--- src/rtl/fft_ctrl.sv ---
// Control sequencer for a 32-point, two-lane MDC FFT pipeline: tracks frames and
// delays per-stage commutator/butterfly strobes. FFT_CTRL_ERR_EN enables frame_err.
module fft_ctrl #(
  parameter int L2       = 16,
  parameter int L3       = 32,
  parameter int L4       = 40,
  parameter int L5       = 44,
  parameter int PIPE_LAT = 46
) (
  input  logic       clk,
  input  logic       rst_n,
  input  logic       in_valid,
  output logic       in_ready,
  output logic [4:0] state_com_mode,
  output logic [4:0] butter_mode,
  output logic       state5_com_flag,
  output logic       out_valid,
  output logic       out_last,
  output logic       frame_err
);

  localparam int FW = $clog2(PIPE_LAT + 1);

  typedef enum logic [1:0] {IDLE, RUN, FLUSH} state_e;

  typedef struct packed {
    logic       vld;
    logic [3:0] cnt;
  } tap_t;

  state_e        state_q;
  logic [3:0]    in_cnt_q;
  logic [FW-1:0] flush_q;
  tap_t          dl_q [1:PIPE_LAT];
  logic          abort;
  logic          in_act;

  // A gap inside a frame drops the partial frame; in_cnt is only nonzero mid-frame.
  assign abort  = ~in_valid & (in_cnt_q != 4'd0);
  assign in_act = in_valid & rst_n;

  always_ff @(posedge clk or negedge rst_n) begin
    if (!rst_n) begin
      state_q  <= IDLE;
      in_cnt_q <= 4'd0;
      flush_q  <= '0;
    end else begin
      in_cnt_q <= in_valid ? in_cnt_q + 4'd1 : 4'd0;
      case (state_q)
        IDLE: begin
          if (in_valid) state_q <= RUN;
        end
        RUN: begin
          if (!in_valid) begin
            state_q <= FLUSH;
            flush_q <= '0;
          end
        end
        FLUSH: begin
          if (in_valid) begin
            state_q <= RUN;
          end else if (flush_q == FW'(PIPE_LAT - 1)) begin
            state_q <= IDLE;
          end else begin
            flush_q <= flush_q + 1'b1;
          end
        end
        default: state_q <= IDLE;
      endcase
    end
  end

  // Entry j holds the input pair seen j cycles ago; on abort the partial frame
  // occupies entries 1..in_cnt and lands in 2..in_cnt+1 after this shift.
  always_ff @(posedge clk or negedge rst_n) begin
    if (!rst_n) begin
      for (int j = 1; j <= PIPE_LAT; j++) dl_q[j] <= '0;
    end else begin
      dl_q[1] <= '{vld: in_valid, cnt: in_cnt_q};
      for (int j = 2; j <= PIPE_LAT; j++) begin
        dl_q[j] <= dl_q[j-1];
        if (abort && (j <= int'(in_cnt_q) + 1)) dl_q[j].vld <= 1'b0;
      end
    end
  end

`ifdef FFT_CTRL_ERR_EN
  logic err_q;

  always_ff @(posedge clk or negedge rst_n) begin
    if (!rst_n) err_q <= 1'b0;
    else        err_q <= abort;
  end

  assign frame_err = err_q;
`else
  assign frame_err = 1'b0;
`endif

  assign in_ready = 1'b1;

  assign butter_mode = {dl_q[L5].vld, dl_q[L4].vld, dl_q[L3].vld, dl_q[L2].vld, in_act};

  // Stage s swaps on in_cnt bit (5-s) of its own tap; stage 1 uses bit 3 at the input.
  assign state_com_mode = {dl_q[L5].vld & dl_q[L5].cnt[0],
                           dl_q[L4].vld & dl_q[L4].cnt[1],
                           dl_q[L3].vld & dl_q[L3].cnt[2],
                           dl_q[L2].vld & dl_q[L2].cnt[3],
                           in_act & in_cnt_q[3]};

  assign state5_com_flag = dl_q[L5].vld;
  assign out_valid       = dl_q[PIPE_LAT].vld;
  assign out_last        = dl_q[PIPE_LAT].vld & (dl_q[PIPE_LAT].cnt == 4'hF);

endmodule

--- config.mk ---
export PLATFORM = sky130hd
export DESIGN_NAME = fft_ctrl
export DESIGN_NICKNAME = d
export VERILOG_FILES = /design/src/rtl/fft_ctrl.sv
export SDC_FILE = /design/constraint.sdc
export NUM_CORES = 1
export LEC_CHECK = 0
export CELL_PAD_IN_SITES_DETAIL_PLACEMENT = 1
export CELL_PAD_IN_SITES_GLOBAL_PLACEMENT = 1
export CORE_ASPECT_RATIO = 0.9
export CORE_MARGIN = 3
export CORE_UTILIZATION = 48
export DETAILED_ROUTE_END_ITERATION = 8
export HOLD_SLACK_MARGIN = 0.1
export PLACE_DENSITY_LB_ADDON = 0.15
export SLEW_MARGIN = 15
export SYNTH_ARGS = -nofsm -noshare
export SYNTH_HDL_FRONTEND = slang
export SYNTH_SLANG_ARGS = --single-unit
--- constraint.sdc ---
create_clock -name clk -period 4.56 [get_ports clk]
set_input_delay 0.912 -clock clk [delete_from_list [all_inputs] [get_ports clk]]
set_output_delay 0.912 -clock clk [all_outputs]
set_load 0.02 [all_outputs]
# After elaboration in Yosys (flattened, before gate mapping)
# Cells that the tools add are included.
[op_classes] n_shift=0 n_reduce_logical=46 multipliers=0 n_bitwise=9 div=0 mux=46 order_cmp=45 add_sub_neg=2 n_eq_ne=1
[ops] operator="less-or-equal comparator 6 x 32 -> 1 bit, first input constant" n=16
[ops] operator="less-or-equal comparator 7 x 32 -> 1 bit, first input constant" n=14
[ops] operator="less-or-equal comparator 5 x 32 -> 1 bit, first input constant" n=8
[ops] operator="less-or-equal comparator 4 x 32 -> 1 bit, first input constant" n=4
[ops] operator="less-or-equal comparator 3 x 32 -> 1 bit, first input constant" n=2
[ops] operator="logical AND 1 bit" n=45
[ops] operator="two-way mux 1 bit" n=45
[ops] operator="bitwise AND 1 bit" n=8
[ops] operator="less-or-equal comparator 6 x 5 -> 1 bit, first input constant" n=1
[ops] operator="adder 4 x 1 -> 5 bit, second input constant" n=1
[ops] operator="adder 4 x 1 -> 4 bit, second input constant" n=1
[ops] operator="equality test 4 bit, second input constant" n=1
[ops] operator="two-way mux 4 bit" n=1
[ops] operator="nonzero test 4 bit" n=1
[ops] operator="inverter 1 bit" n=1
[word_totals] reg_bits=234 latch_bits=0 romBits=0 in_bits=3 mem_bits_rw=0 out_inout_bits=15 mem_count=0

# Depth between registers and ports, before layout
[logic_depth] depth_word=4 depth_mapped=5

# Least setup slack after synthesis
# No wires, ideal clock.
[synth_path] kind="input-to-output" startpoint="input port in_valid" endpoint="output port state_com_mode[0]" path_slack_ns=2.070 stages=3 required_ns=3.648 t_arrival_ns=1.578 cell_sequence="buf_2 clkbuf_1 and3_1"
[synth_via] elab_chain_len=2
[synth_lines] item="start, declared" line_no="12" rtl="input logic in_valid,"
[synth_lines] item="bitwise AND 1 bit" line_no="40" rtl="assign in_act = in_valid & rst_n;"
[synth_lines] item="bitwise AND 1 bit" line_no="109" rtl="in_act & in_cnt_q[3]};"
[synth_lines] item="end, declared" line_no="14" rtl="output logic [4:0] state_com_mode,"
# Every way passes these cells.

# Worst setup path after layout
# Ends and elaborated chain as after synthesis.

==> summary.md <==
| Metric | Value |
|---|---|
| Routed len/inst | 16.5 um |
| First-pass GRT wire length | 15,100 um |
| Layout cell share with drive strength beyond 1 | 11.5% |
| Placed cell areas | 6860 sq um |
| Avg Cell Area, Syn | 19.3 sq um |
| CTS sink cnt | 234 |
| CTS tree | yes |
| Syn Std Cell Area | 6580 sq um |
| Slew margin rel. | 35.7% |
| Clock period minus worst slack | 3580 ps |
| Most common cell in the netlist | dfrtp_1 |
| DR DRC count | 0 |
| Final instance area | 7580 sq um |
| Final wirelength | 8970 um |
| Synth cell types | 35 |
| Top-area cell type share of the netlist area | 88.9% |
| Final setup violation count | 0 |
| Initial antenna violation count | 0 |
| Die Ht | 117 um |
| Total core area | 13,000 sq um |
| Number of vias per cell | 4.72 |
| Leak | 3.66 nW |
| Fin util | 58.2% |
| Drt initial violations | 151 |
| Tot GR Track Use | 13.0% |
| H-tree depth | 1 |
| CP Data Arrival Time | 2670 ps |
| CTS buffer count | 22 |
| Async S/R FF share, synth | 100% |
| F_max | 279 MHz |
| Worst-Skew Late Latency | 500 ps |
| Post-route ant nets | 0 |
| Diode count | 0 |
| Crit end category | primary output |
| Slew @ Worst Pin | 964 ps |
| Die X-Extent | 129 um |
| Clock transition at the registers of the reported paths | 60 ps |
| Setup Fix Bufs, Post-CTS | 0 |
| Vias | 2,571 |
| Pins Over Slew Limit | 0 |
| Bufs on Longest Clock Path | 3 |
| Primary FF master, synth | dfrtp_1 |
| I/O Buffers | 15 |
| Total number of yosys warnings | 0 |
| Die Footprint | 15,200 sq um |
| Startpoint Class | primary input |
| HPWL after DPL | 4570 um |
| Vias in the first global route | 2,831 |
| Syn Nets | 349 |
| GPL Wtd Cong | 0.734 |
| Status | finished, final reports clean |
| Post-cts resize count | 0 |
| Crit Path Max Fanout | 19 |
| Worst Setup Path Type | in2out |
| Register area share after synthesis | 88.9% |
| Site Rows | 39 |
| PwrDens | 564 nW/um^2 |
| Final Hold Vio Count | 0 |
| Worst VDD drop | 0.326 mV |
| Dominant cells by area after synthesis | dfrtp_1 (89%), and2_1 (1.2%), ha_1 (0.95%), buf_4 (0.91%), o21ai_0 (0.61%) |
| Post-CTS Hold Buffers | 0 |
| Critical Path RT | 3650 ps |
| Layout Area Growth over Synthesis | 15.2% |
| Leading area contributor after synthesis | dfrtp_1 |
| EDFF count, synth | 0 |
| Total Neg Setup Slack | 0 ps |
| Hold crit path type | in2async |
| Synth Register Bits | 234 |
| Syn Inst Count | 341 |
| Grt total ovfl | 0 |
| Fillers | 1,138 |
| Initial core utilization | 50.5% |
| Detailed Routing Iterations Pass 1 | 4 |
| Unrepaired setup endpoints after global routing | false |
| Synth cell count leaders | dfrtp_1 (234), and2_1 (13), buf_4 (8), nor2_1 (8), o21ai_0 (8) |
| IO Pins | 18 |
| Clock Skew | 17.0 ps |
| Number of max-cap violations | 0 |
| Clock root buffer master | clkbuf_16 |
| Tcrit/Tclk final | 78.5% |
| Nets | 373 |
| Largest net degree at the start of global routing | 191 |
worst max-delay path, stage by stage:
cell and delay (ps):
clkdlybuf4s50_1 860, and3_1 290, clkdlybuf4s50_1 610
cell type report:
type | count | area [sq um] | area share (%)
Timing Repair Buffer | 16 | 175 | 2.31
Sequential cell | 234 | 5860 | 77.2
Tap cell | 164 | 205 | 2.71
Inverter | 5 | 18.8 | 0.247
Clock buffer | 31 | 634 | 8.36
Multi-Input combinational cell | 86 | 609 | 8.03
Clock inverter | 9 | 86.3 | 1.14
logic make-up (layout without fill, tap and decap cells):
| family | Yosys count | in the layout | synth area share [%] |
|---|---|---|---|
| DFF | 234 | 234 | 88.9 |
| and+or+nand+nor | 45 | 45 | 4.14 |
| AOI/OAI and AO/OA | 31 | 31 | 3.42 |
| buffers and inverters | 21 | 61 | 1.81 |
| adders and majority gates | 5 | 5 | 0.950 |
| xor gates and xnor gates | 3 | 3 | 0.627 |
| other | 2 | 2 | 0.114 |
final timing paths:
kind / cells past startpoint / startpoint / slack (ps) / endpoint
max in group asynchronous: 2 / rst_n / 2970 / dl_q[139]
hold reg to reg: 0 / dl_q[163] / 330 / dl_q[158]
min in group clk: 0 / dl_q[163] / 330 / dl_q[158]
setup / recovery: 3 / in_valid / 980 / state_com_mode[0]
hold / removal: 1 / rst_n / 300 / dl_q[55]
setup reg to reg: 4 / in_cnt_q[0] / 2400 / dl_q[189]
power breakdown:
| part | switching, W | total [W] | internal [W] |
|---|---|---|---|
| logic | 0.000110 | 0.000186 | 0.0000758 |
| registers | 0.0000729 | 0.00234 | 0.00227 |
| clock network | 0.000721 | 0.00175 | 0.00103 |
| total | 0.000903 | 0.00428 | 0.00337 |
routing by layer:
metal	routed length, um	up-vias	global-route usage, %
met5	0	-	0
met4	210	0	4.71
met3	295	18	3.18
met2	4120	36	19.5
met1	4340	1382	18.9
li1	-	1135	-
flip-flops by register name, summed over array words and instances (netlist names):
signal and count:
dl_q 225, state5_com_flag 1, out_valid 1, in_cnt_q 4
butter_mode 3
per-stage QoR:
step / setup WS [ps] / power (W) / hold WS, ps / instances
after floorplan: 2070 / 0.00246 / 331 / 341
after global placement: 1050 / 0.00255 / 332 / 505
after detailed placement: 1000 / 0.00257 / 336 / 505
after CTS: 982 / 0.00435 / 297 / 545
after global routing: 891 / 0.00448 / 307 / 545
final: 979 / 0.00428 / 300 / 545
placed cells by master, fill, tap and decap left out, types with 5 or more instances in the layout:
cell,synthesis,layout
o21ai_0,8,8
nor2_1,8,8
clkinv_2,0,5
inv_1,5,5
ha_1,5,5
clkbuf_8,0,5
clkbuf_16,0,22
and2_1,13,13
clkdlybuf4s50_1,0,14
nor2b_1,6,6
dfrtp_1,234,234
No activity file was read; power rests on OpenSTA's default activity.
